**config.mk**
```make
export PLATFORM = sky130hd
export DESIGN_NAME = bbpd_bank
export DESIGN_NICKNAME = d
export VERILOG_FILES = /design/src/rtl/bbpd_bank.sv
export SDC_FILE = /design/constraint.sdc
export NUM_CORES = 1
export LEC_CHECK = 0
export CAP_MARGIN = 40
export CORE_MARGIN = 2
export CORE_UTILIZATION = 37
export CTS_CLUSTER_DIAMETER = 60
export DETAILED_ROUTE_END_ITERATION = 16
export PLACE_DENSITY = 0.75
export SLEW_MARGIN = 15
export SYNTH_ARGS = -nofsm -noshare
export SYNTH_HDL_FRONTEND = slang
export SYNTH_SLANG_ARGS = --single-unit
```
**constraint.sdc**
```tcl
create_clock -name clk -period 1.7 [get_ports clk]
set_input_delay 0.17 -clock clk [delete_from_list [all_inputs] [get_ports clk]]
set_output_delay 0.17 -clock clk [all_outputs]
set_load 0.05 [all_outputs]
```
**src/rtl/bbpd_bank.sv**
```systemverilog
// bbpd_bank: WIDTH-bit bidirectional pad bank with registered drive, a bus-turnaround
// sequencer on the output enables, synchronised inputs and sticky rise/fall flags.
module bbpd_bank #(
  parameter int WIDTH       = 8,
  parameter int SYNC_STAGES = 2,
  parameter int TURNAROUND  = 1,
  parameter bit PULLDOWN    = 1'b1
) (
  input  logic             clk,
  input  logic             rst_n,
  inout  wire  [WIDTH-1:0] pad_io,
  input  logic [WIDTH-1:0] out_data,
  input  logic [WIDTH-1:0] out_en,
  input  logic [WIDTH-1:0] flag_clr,
  output logic [WIDTH-1:0] in_data,
  output logic [WIDTH-1:0] rise_flags,
  output logic [WIDTH-1:0] fall_flags,
  output logic [WIDTH-1:0] oe_active,
  output logic             dir_busy
);

  typedef enum logic {STABLE, TURN} seq_state_e;

  localparam logic [3:0] TURN_LOAD   = 4'(TURNAROUND);
  localparam logic [2:0] SETTLE_DONE = 3'(SYNC_STAGES + 1);

  seq_state_e                        state_q, state_d;
  logic [3:0]                        cnt_q, cnt_d;
  logic [WIDTH-1:0]                  oe_d, out_q, req_q;
  logic [WIDTH-1:0]                  pending, withdrawn;
  logic [SYNC_STAGES-1:0][WIDTH-1:0] sync_q;
  logic [WIDTH-1:0]                  prev_q, edge_en, rise_set, fall_set;
  logic [2:0]                        settle_q;

  // Pad drivers: registered data gated by the applied enable.
  for (genvar i = 0; i < WIDTH; i++) begin : g_pad
    assign pad_io[i] = oe_active[i] ? out_q[i] : 1'bz;
    if (PULLDOWN) begin : g_pd
      pulldown u_pd (pad_io[i]);
    end
  end

  // Bits asking to drive that are not yet driving, and bits whose request was
  // withdrawn since last cycle (the latter restart a running turnaround).
  assign pending   = out_en & ~oe_active;
  assign withdrawn = req_q & ~out_en;

  // NOTE: sequential state uses non-blocking assignments so every flop samples
  // pre-edge values regardless of process evaluation order.
  always_ff @(posedge clk or negedge rst_n) begin
    if (!rst_n) begin
      state_q   <= STABLE;
      cnt_q     <= '0;
      oe_active <= '0;
      out_q     <= '0;
      req_q     <= '0;
    end else begin
      state_q   <= state_d;
      cnt_q     <= cnt_d;
      oe_active <= oe_d;
      out_q     <= out_data;
      req_q     <= out_en;
    end
  end

  // NOTE: every always_comb output gets a default first, so no path can infer a latch.
  always_comb begin
    state_d = state_q;
    cnt_d   = cnt_q;
    oe_d    = oe_active & out_en;  // releases are never delayed
    unique case (state_q)
      STABLE: begin
        if (pending != '0) begin
          if (TURNAROUND == 0) begin
            oe_d = out_en;
          end else begin
            state_d = TURN;
            cnt_d   = TURN_LOAD;
          end
        end
      end
      TURN: begin
        if (pending == '0) begin
          state_d = STABLE;
        end else if (withdrawn != '0) begin
          cnt_d = TURN_LOAD;
        end else if (cnt_q == 4'd1) begin
          oe_d    = out_en;
          state_d = STABLE;
        end else begin
          cnt_d = cnt_q - 4'd1;
        end
      end
      default: state_d = STABLE;
    endcase
  end

  always_comb begin
    dir_busy = (state_q == TURN);
  end

  // NOTE: the synchroniser and edge history are reset so that reset exit
  // presents a known-low input and cannot fabricate edges.
  always_ff @(posedge clk or negedge rst_n) begin
    if (!rst_n) begin
      sync_q   <= '0;
      prev_q   <= '0;
      settle_q <= '0;
    end else begin
      sync_q <= {sync_q[SYNC_STAGES-2:0], pad_io};
      prev_q <= in_data;
      if (settle_q != SETTLE_DONE) settle_q <= settle_q + 3'd1;
    end
  end

  assign in_data = sync_q[SYNC_STAGES-1];

  // Driven pins and the post-reset settle window never raise flags.
  assign edge_en  = (settle_q == SETTLE_DONE) ? ~oe_active : '0;
  assign rise_set = ~prev_q & in_data & edge_en;
  assign fall_set = prev_q & ~in_data & edge_en;

  always_ff @(posedge clk or negedge rst_n) begin
    if (!rst_n) begin
      rise_flags <= '0;
      fall_flags <= '0;
    end else begin
      rise_flags <= (rise_flags & ~flag_clr) | rise_set;
      fall_flags <= (fall_flags & ~flag_clr) | fall_set;
    end
  end

endmodule
```
==> results.md <==
- The run finished, with violations left.
- The checks that failed: setup timing.
- TritonCTS built the clock tree.
- Clock tree synthesis selected as its root buffer the cell sky130_fd_sc_hd__clkbuf_8.
- The number of max-slew violations in the final report is 0.
- Registers are responsible for 50.3% of the overall power.
- The switching share of total power is 29.2%.
- The die covers 4580 um2.
- The launching element type of the critical path is a flop.
- The first global-routing pass estimated 4580 um of wire.
- The worst clock skew is 5.45 ps.
- The overall routing resource usage is 14.1%.
- The initial core utilization is 38.0%.
- Synthesis produced a netlist whose cell count is 128.
- The number of clock buffers added by TritonCTS is 5.
- The setup TNS is -40.3 ps.
- The count of pins on the block boundary is 67.
- The share of synthesized registers carrying an async set or reset is 100%.
- For the worst-skew pair, the clock arrives at the later sink with an insertion delay of 290 ps.
- In the synthesized netlist the dominant register cell turns out to be sky130_fd_sc_hd__dfrtp_1.
- The initial antenna violation count is 0.
- The commonest cells after synthesis are sky130_fd_sc_hd__dfrtp_1, sky130_fd_sc_hd__nor2b_1, sky130_fd_sc_hd__inv_1.
- The number of antenna diodes in the final layout is 0.
- The average routed wire per standard cell is 12.0 um.
- The endpoint class of the critical path is a flop.
- The total of max-cap violations is 0.
- Data on the critical path is required at its endpoint by 1880 ps.
- The largest net degree at the start of global routing is 21.
- After synthesis, the cell types taking the most area are sky130_fd_sc_hd__dfrtp_1, sky130_fd_sc_hd__nor2b_1, sky130_fd_sc_hd__buf_4, sky130_fd_sc_hd__inv_1, sky130_fd_sc_hd__a21oi_1.
- The area share of the leading cell type in the synthesized netlist is 61.8%.
- sky130_fd_sc_hd__dfrtp_1 is the most common cell in the netlist.
- Of all nets on the critical path, the largest fanout is 2.
- Of the cells placed in the final design, the portion with a size suffix greater than 1 is 23.7%.
- The detailed router's first-iteration violation count is 50.
- STA puts the critical path data arrival time at 1920 ps.
- The hold violation count in the final report was 0.
- The placeable core area is 3940 um2.
- Dividing the detail-routed via count by the number of cells gives 4.48.
- The combinational fraction of design power is 16.7%.
- The type of the tightest min-delay check is input port to flop.
- Subtracting the final worst setup slack from the clock period gives 1740 ps.
- The net count of the finished layout is 217.
- The yosys synthesis warning count is 8.
- The mean instance size in the synthesized netlist is 11.7 um2.
- The number of iterations in the first detailed-routing pass is 4.
- The count of buffers from port buffering is 42.
- On the final layout, the worst hold slack is 111 ps.
- After clock tree synthesis, the clock-pin slew on the worst setup and hold paths is 70 ps.
- Cell internal power was estimated by the tool at 1300 uW.
- The final critical-path share of the clock period is 102%.
- The routed design has 2880 um of wire.
- Detailed routing inserted a total of 1074 vias.
- The die is 67.7 um wide.
- Cells fill 55.1% of the core in the end.
- The antenna violation net count after detailed routing is 0.
- Row generation in the floorplan step produced 23 rows.
- The number of enable flip-flop cells after synthesis is 0.
- CTS built an H-tree with a depth of 2.
- In this run, the clock network consumes 33.0% of the power.
- The maximum buffer depth of the clock tree is 2.
- The final routed DRC violation total is 0.
- The power density over the cells is 842 nW/um2.
- The number of failing setup endpoints in the final timing report is 1.
- The top achievable clock speed is 0.575 GHz.
- The vertical die dimension is 67.7 um.
- Global routing finished with a remaining overflow of 0.
- For this design, the sink count on the clock tree is 37.
- The net switching power is 535 uW.
- The via count of the first global-routing pass was 1062.
- Setup repair after global routing could not meet its margin everywhere.
- The area overhead of the layout relative to synthesis is 45.0%.
- At the end of routability-driven placement, the weighted congestion stood at 0.703.
- Summing every instance area after synthesis gives 1500 um2.
- After synthesis, the netlist uses 24 different library cells.
- For the pin with the worst max-slew slack, the measured transition is 499 ps.
- After synthesis the netlist holds a flip-flop and latch count of 37.
- Summed over all nets, the half-perimeter wirelength after detailed placement is 2060 um.
- The critical setup path kind is flop to flop.
- The worst relative slew slack is 66.6%.
- Before CTS, the worst setup slack after placement is -300 ps.
- Across the VDD grid, the largest voltage drop is 0.428 mV.
- The sequential share of the synthesized area is 61.8%.
- Once routing completed, OpenROAD measured the worst setup slack at -40.3 ps.
- Summed over all instances, the cell type with the most area after synthesis is sky130_fd_sc_hd__dfrtp_1.
- The leakage power is 0.00101 uW.
## metrics by stage
stage	instances	total power [uW]	area (um2)
after global placement	230	1220	2000
after floorplan	143	1130	1560
after global routing	240	1920	2170
after CTS	240	1850	2120
after detailed placement	230	1230	2000
final	240	1830	2170
## placed cells by master (no fill, tap or decap), types with 2 or more instances in the layout
| cell type | instances |
|---|---|
| sky130_fd_sc_hd__clkbuf_8 | 5 |
| sky130_fd_sc_hd__or3_1 | 2 |
| sky130_fd_sc_hd__nand3_2 | 2 |
| sky130_fd_sc_hd__dfrtp_2 | 7 |
| sky130_fd_sc_hd__inv_1 | 18 |
| sky130_fd_sc_hd__o22ai_1 | 4 |
| sky130_fd_sc_hd__nor2b_4 | 2 |
| sky130_fd_sc_hd__clkdlybuf4s50_1 | 34 |
| sky130_fd_sc_hd__buf_4 | 16 |
| sky130_fd_sc_hd__nor2b_1 | 18 |
| sky130_fd_sc_hd__ha_1 | 2 |
| sky130_fd_sc_hd__clkinv_4 | 2 |
| sky130_fd_sc_hd__a21oi_1 | 10 |
| sky130_fd_sc_hd__or4_4 | 2 |
| sky130_fd_sc_hd__dfrtp_1 | 30 |
| sky130_fd_sc_hd__conb_1 | 16 |
## sequential cells by signal (all words and copies together), names as in the netlist
| register | count |
|---|---|
| cnt_q | 4 |
| dir_busy | 1 |
| fall_flags | 8 |
| oe_active | 8 |
| req_q | 8 |
| rise_flags | 8 |
## worst max-delay path, cell delays in order (launching register included)
cell	delay [ps]
sky130_fd_sc_hd__dfrtp_1	370
sky130_fd_sc_hd__nor2b_4	130
sky130_fd_sc_hd__a2111oi_4	360
sky130_fd_sc_hd__nand3_2	130
sky130_fd_sc_hd__or4_4	540
sky130_fd_sc_hd__o21a_1	110
## path summary, 6_finish.rpt
check	from	endpoint	slack, ps	cells after the start
max	req_q[6]	cnt_q[0]	-40	5
min	out_en[7]	req_q[7]	110	1
max reg2reg	req_q[6]	cnt_q[0]	-40	5
min reg2reg	rise_flags[2]	rise_flags[2]	500	1
max in group asynchronous	rst_n	oe_active[4]	900	3
min in group asynchronous	rst_n	req_q[6]	350	2
## cell families after synthesis
family,after synthesis,share of synthesized area (%)
simple gates,31,13.1
compound gates,22,10.4
fa+ha+maj,2,1.67
buf+inv,35,12.8
flops,37,61.8
other cells,1,0.250
## final cells by class
class,instances,area (um2)
Clock buffer,5,68.8
Fill cell,343,1770
Inverter,19,71.3
Timing Repair Buffer,55,517
Multi-Input combinational cell,71,497
Tap cell,50,62.6
Clock inverter,3,22.5
Sequential cell,37,935
## what timing repair did
item                                   in CTS  in global routing
pin swaps                                   4                  6
buffers inserted                            1                  0
gates resized for setup                     4                 11
setup endpoints to repair                   1                  8
hold buffers                                1                  0
endpoints found under the hold margin      17                  0
## power groups by stage
stage                     Clock, uW  Sequential (uW)  Combinational [uW]
final                           605              920                 306
after global routing            672              922                 328
after CTS                       632              919                 297
after detailed placement          0              936                 292
after global placement            0              935                 289
after floorplan                   0              983                 152
## layer usage
layer	wire length (um)	vias up	part of all wire, %	track usage (%)
li1	-	512	-	-
met4	77	0	2.7	7.65
met3	271	10	9.4	5.83
met2	1370	49	47	22.4
met5	0	-	0	0
met1	1170	503	41	16.0
Note: power is estimated with default switching activity, not from simulation.
